`src/rtl/bs_pkg.sv`:
```
// Shared definitions for the option batch scheduler: Q16.16 constants,
// request record layout and per-engine state encoding.
package bs_pkg;

    localparam int          FRAC_BITS = 16;
    localparam logic [31:0] ONE       = 32'h0001_0000;

    localparam logic [1:0] ENG_IDLE = 2'd0;
    localparam logic [1:0] ENG_RUN  = 2'd1;
    localparam logic [1:0] ENG_HOLD = 2'd2;

    // Request record, MSB first: S0, K, T, sigma, r, otype, tag.
    function automatic int req_rec_w(input int width, input int tag_w);
        return 5 * width + 1 + tag_w;
    endfunction

endpackage

```
`src/rtl/option_batch_sched_if.sv`:
```
// Request and result channels of the option batch scheduler.
interface option_batch_sched_if #(
    parameter int WIDTH = 32,
    parameter int TAG_W = 4,
    parameter int LAT_W = 16
);
    logic                    req_valid;
    logic                    req_ready;
    logic signed [WIDTH-1:0] req_S0;
    logic signed [WIDTH-1:0] req_K;
    logic signed [WIDTH-1:0] req_T;
    logic signed [WIDTH-1:0] req_sigma;
    logic signed [WIDTH-1:0] req_r;
    logic                    req_otype;
    logic [TAG_W-1:0]        req_tag;

    logic                    res_valid;
    logic                    res_ready;
    logic [WIDTH-1:0]        res_price;
    logic [TAG_W-1:0]        res_tag;
    logic [LAT_W-1:0]        res_latency;
    logic                    res_err;

    modport master (
        output req_valid, req_S0, req_K, req_T, req_sigma, req_r, req_otype, req_tag, res_ready,
        input  req_ready, res_valid, res_price, res_tag, res_latency, res_err
    );

    modport slave (
        input  req_valid, req_S0, req_K, req_T, req_sigma, req_r, req_otype, req_tag, res_ready,
        output req_ready, res_valid, res_price, res_tag, res_latency, res_err
    );
endinterface

```
`src/rtl/bs_req_fifo.sv`:
```
// Request FIFO with show-ahead head word and full/empty flags.
module bs_req_fifo #(
    parameter int W     = 8,
    parameter int DEPTH = 8
) (
    input  logic         clk,
    input  logic         reset,
    input  logic         push,
    input  logic [W-1:0] din,
    output logic         full,
    input  logic         pop,
    output logic [W-1:0] dout,
    output logic         empty
);
    localparam int AW = $clog2(DEPTH);

    logic [W-1:0] mem [DEPTH];
    logic [AW:0]  wr_ptr_q, wr_ptr_d;
    logic [AW:0]  rd_ptr_q, rd_ptr_d;
    logic         do_push, do_pop;

    // Extra pointer bit distinguishes full from empty when the indices match.
    assign full  = (wr_ptr_q[AW] != rd_ptr_q[AW]) && (wr_ptr_q[AW-1:0] == rd_ptr_q[AW-1:0]);
    assign empty = (wr_ptr_q == rd_ptr_q);
    assign dout  = mem[rd_ptr_q[AW-1:0]];

    assign do_push = push && !full;
    assign do_pop  = pop && !empty;

    always_comb begin
        wr_ptr_d = wr_ptr_q + {{AW{1'b0}}, do_push};
        rd_ptr_d = rd_ptr_q + {{AW{1'b0}}, do_pop};
    end

    always_ff @(posedge clk) begin
        if (do_push) begin
            mem[wr_ptr_q[AW-1:0]] <= din;
        end
    end

    always_ff @(posedge clk or posedge reset) begin
        if (reset) begin
            wr_ptr_q <= '0;
            rd_ptr_q <= '0;
        end else begin
            wr_ptr_q <= wr_ptr_d;
            rd_ptr_q <= rd_ptr_d;
        end
    end
endmodule

```
`src/rtl/option_batch_sched.sv`:
```
// Batch scheduler: queues pricing requests, dispatches them round-robin to
// NUM_ENG external engines and returns tagged, latency-stamped results.
module option_batch_sched
    import bs_pkg::*;
#(
    parameter int WIDTH   = 32,
    parameter int DEPTH   = 8,
    parameter int NUM_ENG = 2,
    parameter int TAG_W   = 4,
    parameter int LAT_W   = 16
) (
    input  logic                     clk,
    input  logic                     reset,
    option_batch_sched_if.slave      io,
    output logic [NUM_ENG-1:0]       eng_start,
    output logic [NUM_ENG*WIDTH-1:0] eng_S0,
    output logic [NUM_ENG*WIDTH-1:0] eng_K,
    output logic [NUM_ENG*WIDTH-1:0] eng_T,
    output logic [NUM_ENG*WIDTH-1:0] eng_sigma,
    output logic [NUM_ENG*WIDTH-1:0] eng_r,
    output logic [NUM_ENG-1:0]       eng_otype,
    input  logic [NUM_ENG*WIDTH-1:0] eng_price,
    input  logic [NUM_ENG-1:0]       eng_done,
    output logic                     busy
);
    localparam int REC_W = req_rec_w(WIDTH, TAG_W);
    localparam int EW    = (NUM_ENG > 1) ? $clog2(NUM_ENG) : 1;

    function automatic logic [EW-1:0] nxt(input logic [EW-1:0] x);
        return EW'((int'(x) + 1) % NUM_ENG);
    endfunction

    logic [REC_W-1:0]        fifo_din, fifo_dout;
    logic                    fifo_full, fifo_empty, fifo_push, fifo_pop;
    logic signed [WIDTH-1:0] h_s0, h_k, h_t, h_sigma, h_r;
    logic                    h_otype;
    logic [TAG_W-1:0]        h_tag;
    logic                    h_bad;

    assign io.req_ready = !reset && !fifo_full;
    assign fifo_push    = io.req_valid && io.req_ready;
    assign fifo_din     = {io.req_S0, io.req_K, io.req_T, io.req_sigma, io.req_r,
                           io.req_otype, io.req_tag};

    bs_req_fifo #(.W(REC_W), .DEPTH(DEPTH)) u_fifo (
        .clk   (clk),
        .reset (reset),
        .push  (fifo_push),
        .din   (fifo_din),
        .full  (fifo_full),
        .pop   (fifo_pop),
        .dout  (fifo_dout),
        .empty (fifo_empty)
    );

    assign {h_s0, h_k, h_t, h_sigma, h_r, h_otype, h_tag} = fifo_dout;
    assign h_bad = h_t[WIDTH-1]     || (h_t == '0)     ||
                   h_sigma[WIDTH-1] || (h_sigma == '0) ||
                   h_s0[WIDTH-1]    || (h_s0 == '0)    ||
                   h_k[WIDTH-1]     || (h_k == '0);

    logic [2*NUM_ENG-1:0]     st_vec;
    logic [NUM_ENG*WIDTH-1:0] price_vec;
    logic [NUM_ENG*TAG_W-1:0] tag_vec;
    logic [NUM_ENG*LAT_W-1:0] latc_vec;
    logic [NUM_ENG-1:0]       eng_busy;

    logic             err_full_q, err_full_d;
    logic [TAG_W-1:0] err_tag_q, err_tag_d;
    logic [EW-1:0]    disp_ptr_q, disp_ptr_d, out_ptr_q, out_ptr_d;
    logic             lock_q, lock_d, sel_err_q, sel_err_d;
    logic [EW-1:0]    sel_idx_q, sel_idx_d;

    logic          disp_found, arb_found, do_dispatch, do_err;
    logic [EW-1:0] disp_idx, arb_idx, cur_idx;
    logic          cur_err, res_valid_w, fire;

    // Descending scan so the candidate nearest the pointer wins.
    always_comb begin
        disp_found = 1'b0;
        disp_idx   = '0;
        arb_found  = 1'b0;
        arb_idx    = '0;
        for (int k = NUM_ENG - 1; k >= 0; k--) begin
            if (st_vec[2*((int'(disp_ptr_q) + k) % NUM_ENG) +: 2] == ENG_IDLE) begin
                disp_found = 1'b1;
                disp_idx   = EW'((int'(disp_ptr_q) + k) % NUM_ENG);
            end
            if (st_vec[2*((int'(out_ptr_q) + k) % NUM_ENG) +: 2] == ENG_HOLD) begin
                arb_found = 1'b1;
                arb_idx   = EW'((int'(out_ptr_q) + k) % NUM_ENG);
            end
        end
    end

    assign do_dispatch = !fifo_empty && !h_bad && disp_found;
    assign do_err      = !fifo_empty && h_bad && !err_full_q;
    assign fifo_pop    = do_dispatch || do_err;

    // A presented result stays locked until accepted, so res_* cannot shift.
    always_comb begin
        if (lock_q) begin
            cur_idx = sel_idx_q;
            cur_err = sel_err_q;
        end else if (arb_found) begin
            cur_idx = arb_idx;
            cur_err = 1'b0;
        end else begin
            cur_idx = '0;
            cur_err = err_full_q;
        end
    end

    assign res_valid_w = lock_q || arb_found || err_full_q;
    assign fire        = res_valid_w && io.res_ready;

    always_comb begin
        io.res_valid   = res_valid_w;
        io.res_price   = '0;
        io.res_tag     = '0;
        io.res_latency = '0;
        io.res_err     = 1'b0;
        if (res_valid_w) begin
            if (cur_err) begin
                io.res_tag = err_tag_q;
                io.res_err = 1'b1;
            end else begin
                io.res_price   = price_vec[int'(cur_idx)*WIDTH +: WIDTH];
                io.res_tag     = tag_vec[int'(cur_idx)*TAG_W +: TAG_W];
                io.res_latency = latc_vec[int'(cur_idx)*LAT_W +: LAT_W];
            end
        end
    end

    always_comb begin
        err_full_d = err_full_q;
        err_tag_d  = err_tag_q;
        if (fire && cur_err) begin
            err_full_d = 1'b0;
        end
        if (do_err) begin
            err_full_d = 1'b1;
            err_tag_d  = h_tag;
        end
        disp_ptr_d = do_dispatch ? nxt(disp_idx) : disp_ptr_q;
        out_ptr_d  = (fire && !cur_err) ? nxt(cur_idx) : out_ptr_q;
        lock_d     = res_valid_w && !io.res_ready;
        sel_idx_d  = cur_idx;
        sel_err_d  = cur_err;
    end

    always_ff @(posedge clk or posedge reset) begin
        if (reset) begin
            err_full_q <= 1'b0;
            err_tag_q  <= '0;
            disp_ptr_q <= '0;
            out_ptr_q  <= '0;
            lock_q     <= 1'b0;
            sel_idx_q  <= '0;
            sel_err_q  <= 1'b0;
        end else begin
            err_full_q <= err_full_d;
            err_tag_q  <= err_tag_d;
            disp_ptr_q <= disp_ptr_d;
            out_ptr_q  <= out_ptr_d;
            lock_q     <= lock_d;
            sel_idx_q  <= sel_idx_d;
            sel_err_q  <= sel_err_d;
        end
    end

    assign busy = !fifo_empty || (|eng_busy) || err_full_q;

    for (genvar gi = 0; gi < NUM_ENG; gi++) begin : g_eng
        logic [1:0]       st_q, st_d;
        logic [LAT_W-1:0] lat_q, lat_d, latc_q, latc_d;
        logic [TAG_W-1:0] tag_q, tag_d;
        logic [WIDTH-1:0] price_q, price_d;
        logic [WIDTH-1:0] s0_q, s0_d, k_q, k_d, t_q, t_d, sg_q, sg_d, r_q, r_d;
        logic             ot_q, ot_d, start_q, start_d;
        logic             go, drain;

        assign go    = do_dispatch && (disp_idx == EW'(gi));
        assign drain = fire && !cur_err && (cur_idx == EW'(gi));

        // HOLD doubles as the "result slot full" flag for this engine.
        always_comb begin
            st_d    = st_q;
            lat_d   = lat_q;
            latc_d  = latc_q;
            tag_d   = tag_q;
            price_d = price_q;
            s0_d    = s0_q;
            k_d     = k_q;
            t_d     = t_q;
            sg_d    = sg_q;
            r_d     = r_q;
            ot_d    = ot_q;
            start_d = go;
            case (st_q)
                ENG_IDLE: begin
                    if (go) begin
                        st_d  = ENG_RUN;
                        lat_d = '0;
                        tag_d = h_tag;
                        s0_d  = h_s0;
                        k_d   = h_k;
                        t_d   = h_t;
                        sg_d  = h_sigma;
                        r_d   = h_r;
                        ot_d  = h_otype;
                    end
                end
                ENG_RUN: begin
                    if (lat_q != '1) begin
                        lat_d = lat_q + 1'b1;
                    end
                    if (eng_done[gi] && !start_q) begin
                        st_d    = ENG_HOLD;
                        price_d = eng_price[gi*WIDTH +: WIDTH];
                        latc_d  = lat_q;
                    end
                end
                ENG_HOLD: begin
                    if (drain) begin
                        st_d = ENG_IDLE;
                    end
                end
                default: st_d = ENG_IDLE;
            endcase
        end

        always_ff @(posedge clk or posedge reset) begin
            if (reset) begin
                st_q    <= ENG_IDLE;
                lat_q   <= '0;
                latc_q  <= '0;
                tag_q   <= '0;
                price_q <= '0;
                s0_q    <= '0;
                k_q     <= '0;
                t_q     <= '0;
                sg_q    <= '0;
                r_q     <= '0;
                ot_q    <= 1'b0;
                start_q <= 1'b0;
            end else begin
                st_q    <= st_d;
                lat_q   <= lat_d;
                latc_q  <= latc_d;
                tag_q   <= tag_d;
                price_q <= price_d;
                s0_q    <= s0_d;
                k_q     <= k_d;
                t_q     <= t_d;
                sg_q    <= sg_d;
                r_q     <= r_d;
                ot_q    <= ot_d;
                start_q <= start_d;
            end
        end

        assign st_vec[2*gi +: 2]            = st_q;
        assign price_vec[gi*WIDTH +: WIDTH] = price_q;
        assign tag_vec[gi*TAG_W +: TAG_W]   = tag_q;
        assign latc_vec[gi*LAT_W +: LAT_W]  = latc_q;
        assign eng_busy[gi]                 = (st_q != ENG_IDLE);
        assign eng_start[gi]                = start_q;
        assign eng_otype[gi]                = ot_q;
        assign eng_S0[gi*WIDTH +: WIDTH]    = s0_q;
        assign eng_K[gi*WIDTH +: WIDTH]     = k_q;
        assign eng_T[gi*WIDTH +: WIDTH]     = t_q;
        assign eng_sigma[gi*WIDTH +: WIDTH] = sg_q;
        assign eng_r[gi*WIDTH +: WIDTH]     = r_q;
    end
endmodule

```
`src/flat_wrapper.sv`:
```
// flat-port wrapper written by rule: the top's interface ports become plain ports
module option_batch_sched_flat import bs_pkg::*;
#(
    parameter int WIDTH   = 32,
    parameter int DEPTH   = 8,
    parameter int NUM_ENG = 2,
    parameter int TAG_W   = 4,
    parameter int LAT_W   = 16
)
  (clk, reset, eng_start, eng_S0, eng_K, eng_T, eng_sigma, eng_r, eng_otype, eng_price, eng_done, busy, io_req_valid, io_req_S0, io_req_K, io_req_T, io_req_sigma, io_req_r, io_req_otype, io_req_tag, io_res_ready, io_req_ready, io_res_valid, io_res_price, io_res_tag, io_res_latency, io_res_err);
  option_batch_sched_if #(.WIDTH(WIDTH), .TAG_W(TAG_W), .LAT_W(LAT_W)) io_i ();
  input  logic clk;
  input  logic reset;
  output logic [NUM_ENG-1:0] eng_start;
  output logic [NUM_ENG*WIDTH-1:0] eng_S0;
  output logic [NUM_ENG*WIDTH-1:0] eng_K;
  output logic [NUM_ENG*WIDTH-1:0] eng_T;
  output logic [NUM_ENG*WIDTH-1:0] eng_sigma;
  output logic [NUM_ENG*WIDTH-1:0] eng_r;
  output logic [NUM_ENG-1:0] eng_otype;
  input  logic [NUM_ENG*WIDTH-1:0] eng_price;
  input  logic [NUM_ENG-1:0] eng_done;
  output logic busy;
  input wire logic [$bits(io_i.req_valid)-1:0] io_req_valid;
  input wire logic [$bits(io_i.req_S0)-1:0] io_req_S0;
  input wire logic [$bits(io_i.req_K)-1:0] io_req_K;
  input wire logic [$bits(io_i.req_T)-1:0] io_req_T;
  input wire logic [$bits(io_i.req_sigma)-1:0] io_req_sigma;
  input wire logic [$bits(io_i.req_r)-1:0] io_req_r;
  input wire logic [$bits(io_i.req_otype)-1:0] io_req_otype;
  input wire logic [$bits(io_i.req_tag)-1:0] io_req_tag;
  input wire logic [$bits(io_i.res_ready)-1:0] io_res_ready;
  output wire logic [$bits(io_i.req_ready)-1:0] io_req_ready;
  output wire logic [$bits(io_i.res_valid)-1:0] io_res_valid;
  output wire logic [$bits(io_i.res_price)-1:0] io_res_price;
  output wire logic [$bits(io_i.res_tag)-1:0] io_res_tag;
  output wire logic [$bits(io_i.res_latency)-1:0] io_res_latency;
  output wire logic [$bits(io_i.res_err)-1:0] io_res_err;
  assign io_i.req_valid = io_req_valid;
  assign io_i.req_S0 = io_req_S0;
  assign io_i.req_K = io_req_K;
  assign io_i.req_T = io_req_T;
  assign io_i.req_sigma = io_req_sigma;
  assign io_i.req_r = io_req_r;
  assign io_i.req_otype = io_req_otype;
  assign io_i.req_tag = io_req_tag;
  assign io_i.res_ready = io_res_ready;
  assign io_req_ready = io_i.req_ready;
  assign io_res_valid = io_i.res_valid;
  assign io_res_price = io_i.res_price;
  assign io_res_tag = io_i.res_tag;
  assign io_res_latency = io_i.res_latency;
  assign io_res_err = io_i.res_err;
  option_batch_sched #(.WIDTH(WIDTH), .DEPTH(DEPTH), .NUM_ENG(NUM_ENG), .TAG_W(TAG_W), .LAT_W(LAT_W)) u_core (.clk(clk), .reset(reset), .io(io_i), .eng_start(eng_start), .eng_S0(eng_S0), .eng_K(eng_K), .eng_T(eng_T), .eng_sigma(eng_sigma), .eng_r(eng_r), .eng_otype(eng_otype), .eng_price(eng_price), .eng_done(eng_done), .busy(busy));
endmodule
```
`config.mk`:
```
export PLATFORM = sky130hd
export DESIGN_NAME = option_batch_sched_flat
export DESIGN_NICKNAME = d
export VERILOG_FILES = /design/src/rtl/bs_pkg.sv /design/src/rtl/option_batch_sched_if.sv /design/src/rtl/bs_req_fifo.sv /design/src/rtl/option_batch_sched.sv /design/src/flat_wrapper.sv
export SDC_FILE = /design/constraint.sdc
export NUM_CORES = 2
export LEC_CHECK = 0
export ABC_AREA = 1
export BUFFER_PORTS_ARGS = -buffer_cell sky130_fd_sc_hd__buf_2
export CAP_MARGIN = 20
export CORE_MARGIN = 5
export CORE_UTILIZATION = 40
export DETAILED_ROUTE_END_ITERATION = 7
export PLACE_DENSITY = 0.56
export SLEW_MARGIN = 20
export SYNTH_ARGS = -nofsm -noshare
export SYNTH_HDL_FRONTEND = slang
export SYNTH_HIERARCHICAL = 1
export SYNTH_SLANG_ARGS = --single-unit
```
`constraint.sdc`:
```
create_clock -name clk -period 16.9 [get_ports clk]
set_input_delay 3.38 -clock clk [delete_from_list [all_inputs] [get_ports clk]]
set_output_delay 3.38 -clock clk [all_outputs]
set_load 0.1 [all_outputs]
```
After elaboration in Yosys (flattened, before gate mapping):

Memory sizes are Yosys's and may differ from the RTL's.
Cells that the tools add are included.
W data, S select, Z words.

* input bits: 235
* word-level logic and storage cells: 172
* bits in registers: 482
* memories kept: 1
* output and inout bits: 380
* memory bits (writable): 1320

* reductions and logical operators: 62
* bitwise gates (word level): 4
* eq/ne operators: 19
* shifts and indexed selects: 7
* $add $sub $neg: 8
* mux-type cells: 38

Memory list
* u_core.u_fifo.mem: words 8, bits a word 165, read ports 1, clocked after Yosys merged registers in 0, wr ports 1, line bs_req_fifo.sv:17 `logic [W-1:0] mem [DEPTH];`

Operator list (count)
* $logic_not A32 Y1: 4
* $mux W16: 6
* $mux W32: 2
* $pmux W16 S2: 2
* $shiftx A64 B7 Y32: 1
* $add A16 B1 Y16 const B: 2
* $ne A16 B16 Y1 const B: 2
* $shiftx A32 B6 Y16: 1
* $logic_and A1 B1 Y1: 19
* $mux W1: 18
* $ne A2 B1 Y1 const B: 8
* $shiftx A4 B3 Y2: 4
* $logic_or A1 B1 Y1: 12
* $mux W2: 6
* $pmux W2 S3: 2
* $reduce_and A3 Y1: 4
* $reduce_bool A2 Y1: 5
* $logic_not A1 Y1: 9
* $add A4 B1 Y4: 2
* $eq A2 B2 Y1 const B: 4
* $logic_not A2 Y1: 4
* $mux W4: 2
* $reduce_and A2 Y1: 4
* $shiftx A8 B4 Y4: 1
* 8 further kinds: 14

Logic depth before layout (Yosys ltp):

An unclocked memory read counts as a cell.

* depth after elaboration: 15
* mapped depth: 26
* gate-level depth less buffers: 22

By module:

Netlist, hierarchy kept.

Modules (own cells, without submodules)
* bs_req_fifo: instances 1, cells an instance 4115, area each 51977.4 um2
* option_batch_sched: instances 1, cells an instance 2141, area each 19471.2 um2

Worst setup path after synthesis:

OpenSTA, ideal clock, no wires.

* path type: input -> register
* from: input reset
* to: memory u_core/u_fifo/mem[0][0] (netlist bit) (enable)
* setup slack: 5.611 ns
* arrival time: 10.596 ns
* buffers on the path: 0
* cell stages on the path: 3
* library setup time: 0.692 ns
* required time: 16.208 ns
* cells stage by stage: nor3b_1 nand2_2 nor2_1

* cells in the longest elaborated chain, start to end: 6

Ends and longest elaborated chain
* from (decl): line flat_wrapper.sv:13 `input logic reset;`
* $logic_not A1 Y1 (no line)
* $logic_and A1 B1 Y1: line option_batch_sched.sv:40 `assign io.req_ready = !reset && !fifo_full;`
* $logic_and A1 B1 Y1: line option_batch_sched.sv:41 `assign fifo_push = io.req_valid && io.req_ready;`
* $logic_and A1 B1 Y1: line bs_req_fifo.sv:27 `assign do_push = push && !full;`
* $mux W1: line bs_req_fifo.sv:36 `if (do_push) begin`
* $mux W1 (implied by the code): line bs_req_fifo.sv:37 `mem[wr_ptr_q[AW-1:0]] <= din;`
* to (decl): line bs_req_fifo.sv:17

No other way between the ends.

Worst setup path in the final report:

* from: input reset
* to: output io_req_ready

* cells in the longest elaborated chain, start to end: 2

Ends and longest elaborated chain
* $logic_not A1 Y1 (no line)
* $logic_and A1 B1 Y1: line option_batch_sched.sv:40
* to (decl): line flat_wrapper.sv:33 `output wire logic [$bits(io_i.req_ready)-1:0] io_req_ready;`

No other way between the ends.

==> impl.org <==
** Outcome
- Outcome :: finished clean

** Cells and area
- From synthesis to final layout, the design area changed by 15.86%.
- Counting the fill cells in the layout gives 16257.
- Summing all flip-flop and latch instances after layout gives 0.05171 mm².
- The count of cells in the finished layout, fillers not included, comes to 9316.
- In the final layout, the multi-input gates occupy between 0.015 and 0.02 mm².
- In the final layout, the share of cells above drive strength 1 is 0.1556.
- In the final design database the tool counted 7000 nets.

** Critical path
- Of all nets on the critical path, the largest fanout is 4.
- STA classifies the critical path endpoint as a primary output.
- Setup crit start kind :: primary input
- STA puts the critical path data required time at 13.52 ns.
- Worst endpoint data arrival time :: roughly 4 ns
- Type of the setup path with the least slack :: primary input to primary output

** Power and ir drop
- Leak pwr :: 32.57 nW
- The worst-case IR drop observed on VDD is 0.0001791 V.
- For this design the ratio of total power to cell area is around 210 mW/mm².

** Clocking
- For this design, the sink count on the clock tree is between 1500 and 2000.
- TritonCTS built the clock tree.
- After clock tree synthesis, the clock-pin slew on the worst setup and hold paths is approximately 0.06 ns.
- Post-cts resize count :: 0
- Number of buffers inserted for hold repair after clock tree synthesis :: 0
- Clock insertion delay at the later pin of the skew report :: 0.83 ns
- CTS H-tree depth :: 4
- The tree is rooted in a sky130_fd_sc_hd__clkbuf_16.
- CTS max path bufs :: 3
- Number of setup buffers added after CTS :: 0
- TritonCTS Buffers :: 191

** Synth
- Of the synthesized area, sequential elements account for 0.7236.
- Of the total synthesized cell area, the portion taken by AND, OR, NAND and NOR gates is 0.1228.
- The synthesized netlist contains 40 unique library cells.
- Share of synthesized registers carrying an async set or reset :: 0.2675
- Post-synth net total :: 6497
- FF+latch count, synth :: around 1800
- Of the post-synthesis cell area, the part taken by muxes is 0.005831.
- XOR/XNOR share of the synthesized area :: 0.0008581
- Yosys warning total :: 6
- Post-synthesis area per instance :: 11.42 µm²
- Instance count of the mapped netlist :: roughly 6300
- Among all flip-flop cells after synthesis, the most frequent one is sky130_fd_sc_hd__edfxtp_1.
- Area share of fa/ha/maj cells after synthesis :: 0.001051
- The synthesized design contains 1320 enable-type register cells.
- Summing every instance area after synthesis gives 0.07145 mm².
- Fraction of the mapped netlist area in compound gates :: 0.1053
- Main combinational cell family by area after synthesis :: simple AND/OR/NAND/NOR gates

** STA
- The clock arrives with 0.03548 ns of skew.
- The number of pins exceeding their max-slew limit in the final report is 0.
- F_max :: 134.3 MHz
- At the pin with the least slew margin, the transition time is 1.299 ns.
- Hold violation count in the final report :: 0
- Tcrit/Tclk final :: 0.4407
- Setup slack on the critical path of the routed design comes to 9.452 ns.
- Unrepaired setup endpoints after global routing :: no
- Count of endpoints failing setup in the final report :: 0
- For the finished layout, the period the worst path requires is 7.448 ns.
- Total negative slack :: 0 ns
- Relative slew margins :: 0.1343

** Global routing
- Met3 usage in global routing :: 0.03733
- First-pass GRT wire length :: 286.4 mm
- The layer flagged by global routing as most heavily used is met2.
- The number of global-route vias before repair was roughly 45000.
- Largest net degree at the start of global routing :: 220
- For met1 alone, demand over resource in global routing was 0.2669.
- For this run, global-route usage on met2 was measured as 0.3295.
- Gr usage total :: 0.1997
- The initial antenna violation count is 72.
- Grt ovf :: 0

** Drt
- Detailed-router iteration count before antenna repair :: 5
- The count of nets left with antenna violations once routing finished came out at 0.
- Avg WL per Cell :: 20.38 µm
- The routed layout has 47074 vias.
- Remaining routing DRC violations :: 0
- The detailed router finished its first iteration with between 3000 and 4000 violations.
- The routed design has 189.9 mm of wire.
- Drt via density :: 5.053

** Place
- Post-place setup slack :: 9.047 ns
- Once detailed placement completed, the half-perimeter wirelength came to 108.7 mm.
- Input and output buffers added on the ports amount to approximately 610.
- Post-placement cell count :: 8919
- The congestion estimate from routability-driven global placement came to 0.7802.

** Die
- The floorplan has 155 rows.
- Starting density of the core :: 0.4013
- From bottom edge to top edge, the die measures 432.6 µm.
- Total Die Area :: approximately 0.19 mm²
- a little over 600 I/O pins were placed.
- The total area inside the core boundary comes to about 0.18 mm².
- The floorplan step set the die width to roughly 430 µm.

** Hold path
- The path class of the tightest hold or removal check is flip-flop to flip-flop.

** Flow run
- Count of max-cap constraint violations :: 0
-- cell usage after synthesis, types with 3 or more instances --
library cell,n,area [µm²]
sky130_fd_sc_hd__edfxtp_1,1320,39640
sky130_fd_sc_hd__nor2_1,1151,4320
sky130_fd_sc_hd__nand2_1,996,3739
sky130_fd_sc_hd__o21ai_1,792,3964
sky130_fd_sc_hd__o21ai_0,625,3128
sky130_fd_sc_hd__dfrtp_1,482,12060
sky130_fd_sc_hd__inv_1,233,874.6
sky130_fd_sc_hd__clkbuf_1,156,585.6
sky130_fd_sc_hd__buf_2,118,590.6
sky130_fd_sc_hd__a21oi_1,76,380.4
sky130_fd_sc_hd__nand3_1,70,350.3
sky130_fd_sc_hd__buf_1,39,146.4
sky130_fd_sc_hd__mux2_2,37,416.7
sky130_fd_sc_hd__buf_6,34,382.9
sky130_fd_sc_hd__inv_2,28,105.1
sky130_fd_sc_hd__buf_4,26,195.2
sky130_fd_sc_hd__nand4_1,20,125.1
sky130_fd_sc_hd__nor2_2,8,50.05
sky130_fd_sc_hd__nand2_2,7,43.79
sky130_fd_sc_hd__ha_1,6,75.07
sky130_fd_sc_hd__xor2_1,6,52.55
sky130_fd_sc_hd__nor3_1,4,20.02
sky130_fd_sc_hd__nor2_4,3,33.78
-- stage by stage --
stage	instance area, µm²	hold slack, ns	total power, mW	util
2_1_floorplan	71450	0.4423	11.92	-
4_1_cts	82640	0.4639	17.98	0.4642
3_3_place_gp	76280	0.4433	13.66	0.4285
6_report	82780	0.4604	17.76	0.4650
5_1_grt	82750	0.4926	18.78	0.4648
3_5_place_dp	76280	0.4481	13.73	0.4285
-- worst max-delay path, stage by stage --
cell	delay, ns
sky130_fd_sc_hd__buf_2	0.15
sky130_fd_sc_hd__nor2_1	0.10
sky130_fd_sc_hd__buf_2	0.43
-- cell families (layout without fill, tap and decap cells) --
logic type / Yosys count / in the layout
other cells: 0 / 33
buf+inv: 637 / 1309
simple gates: 2268 / 2268
mux: 37 / 37
compound gates: 1499 / 1499
fa+ha+maj: 6 / 6
flops: 1802 / 1802
xor+xnor: 7 / 7
-- where the power goes --
group,total (mW),switching (mW),internal [mW]
Combinational,7.73,6.26,1.47
Sequential,5.84,0.363,5.48
Clock,4.19,1.75,2.43
Total,17.8,8.38,9.38
-- final cells by class --
class | count | area share
antenna | 33 | 0.0009976
clock buffer | 267 | 0.06549
clock inverter | 95 | 0.01131
inverter | 263 | 0.01221
multi-input combinational | 3817 | 0.2045
sequential | 1802 | 0.6247
tap | 2355 | 0.03560
timing repair buffer | 684 | 0.04521
-- worst paths after layout --
kind | end | cells past startpoint | start | slack (ns)
max | io_req_ready | 3 | reset | 9.45
min | u_core/g_eng[0].t_q[31]$_DFFE_PP0P_ | 2 | u_core/g_eng[0].t_q[31]$_DFFE_PP0P_ | 0.46
max reg2reg | u_core/g_eng[1].sg_q[13]$_DFFE_PP0P_ | 17 | u_core/u_fifo/rd_ptr_q[0]$_DFF_PP0_ | 9.62
min reg2reg | u_core/g_eng[0].t_q[31]$_DFFE_PP0P_ | 2 | u_core/g_eng[0].t_q[31]$_DFFE_PP0P_ | 0.46
max in group asynchronous | u_core/g_eng[1].t_q[20]$_DFFE_PP0P_ | 4 | reset | 12.37
min in group asynchronous | u_core/g_eng[0].r_q[1]$_DFFE_PP0P_ | 2 | reset | 2.68
-- registers in the layout, summed over array words and instances (netlist names), 2 cells and up --
| signal | cells |
|---|---|
| u_core/g_eng.latc_q | 32 |
| u_core/g_eng.tag_q | 8 |
| u_core/g_eng.ot_q | 2 |
| u_core/g_eng.r_q | 64 |
| u_core/g_eng.sg_q | 64 |
| u_core/g_eng.start_q | 2 |
| u_core/g_eng.k_q | 64 |
| u_core/g_eng.s0_q | 64 |
| u_core/g_eng.t_q | 64 |
| u_core/u_fifo/mem | 1320 |
| u_core/g_eng.price_q | 64 |
| u_core/u_fifo/rd_ptr_q | 4 |
| u_core/err_tag_q | 4 |
| u_core/g_eng.st_q | 4 |
| u_core/u_fifo/wr_ptr_q | 4 |
| u_core/g_eng.lat_q | 32 |
-- routing by layer --
metal | up-vias | share of wire
li1 | 22518 | -
met1 | 23129 | 0.43
met5 | - | 0.00094
met2 | 1068 | 0.48
met4 | 28 | 0.030
met3 | 331 | 0.049
-- cells in the final DEF, fill, tap and decap left out, types with 46 or more instances in the layout --
cell type	instances
sky130_fd_sc_hd__buf_4	57
sky130_fd_sc_hd__o21ai_1	792
sky130_fd_sc_hd__dfrtp_1	479
sky130_fd_sc_hd__nor2_1	1143
sky130_fd_sc_hd__nand2_1	994
sky130_fd_sc_hd__inv_1	230
sky130_fd_sc_hd__nand3_1	70
sky130_fd_sc_hd__clkbuf_16	196
sky130_fd_sc_hd__a21oi_1	76
sky130_fd_sc_hd__clkbuf_1	46
sky130_fd_sc_hd__edfxtp_1	1320
sky130_fd_sc_hd__buf_2	614
sky130_fd_sc_hd__o21ai_0	625
Note: power is estimated with default switching activity, not from simulation.
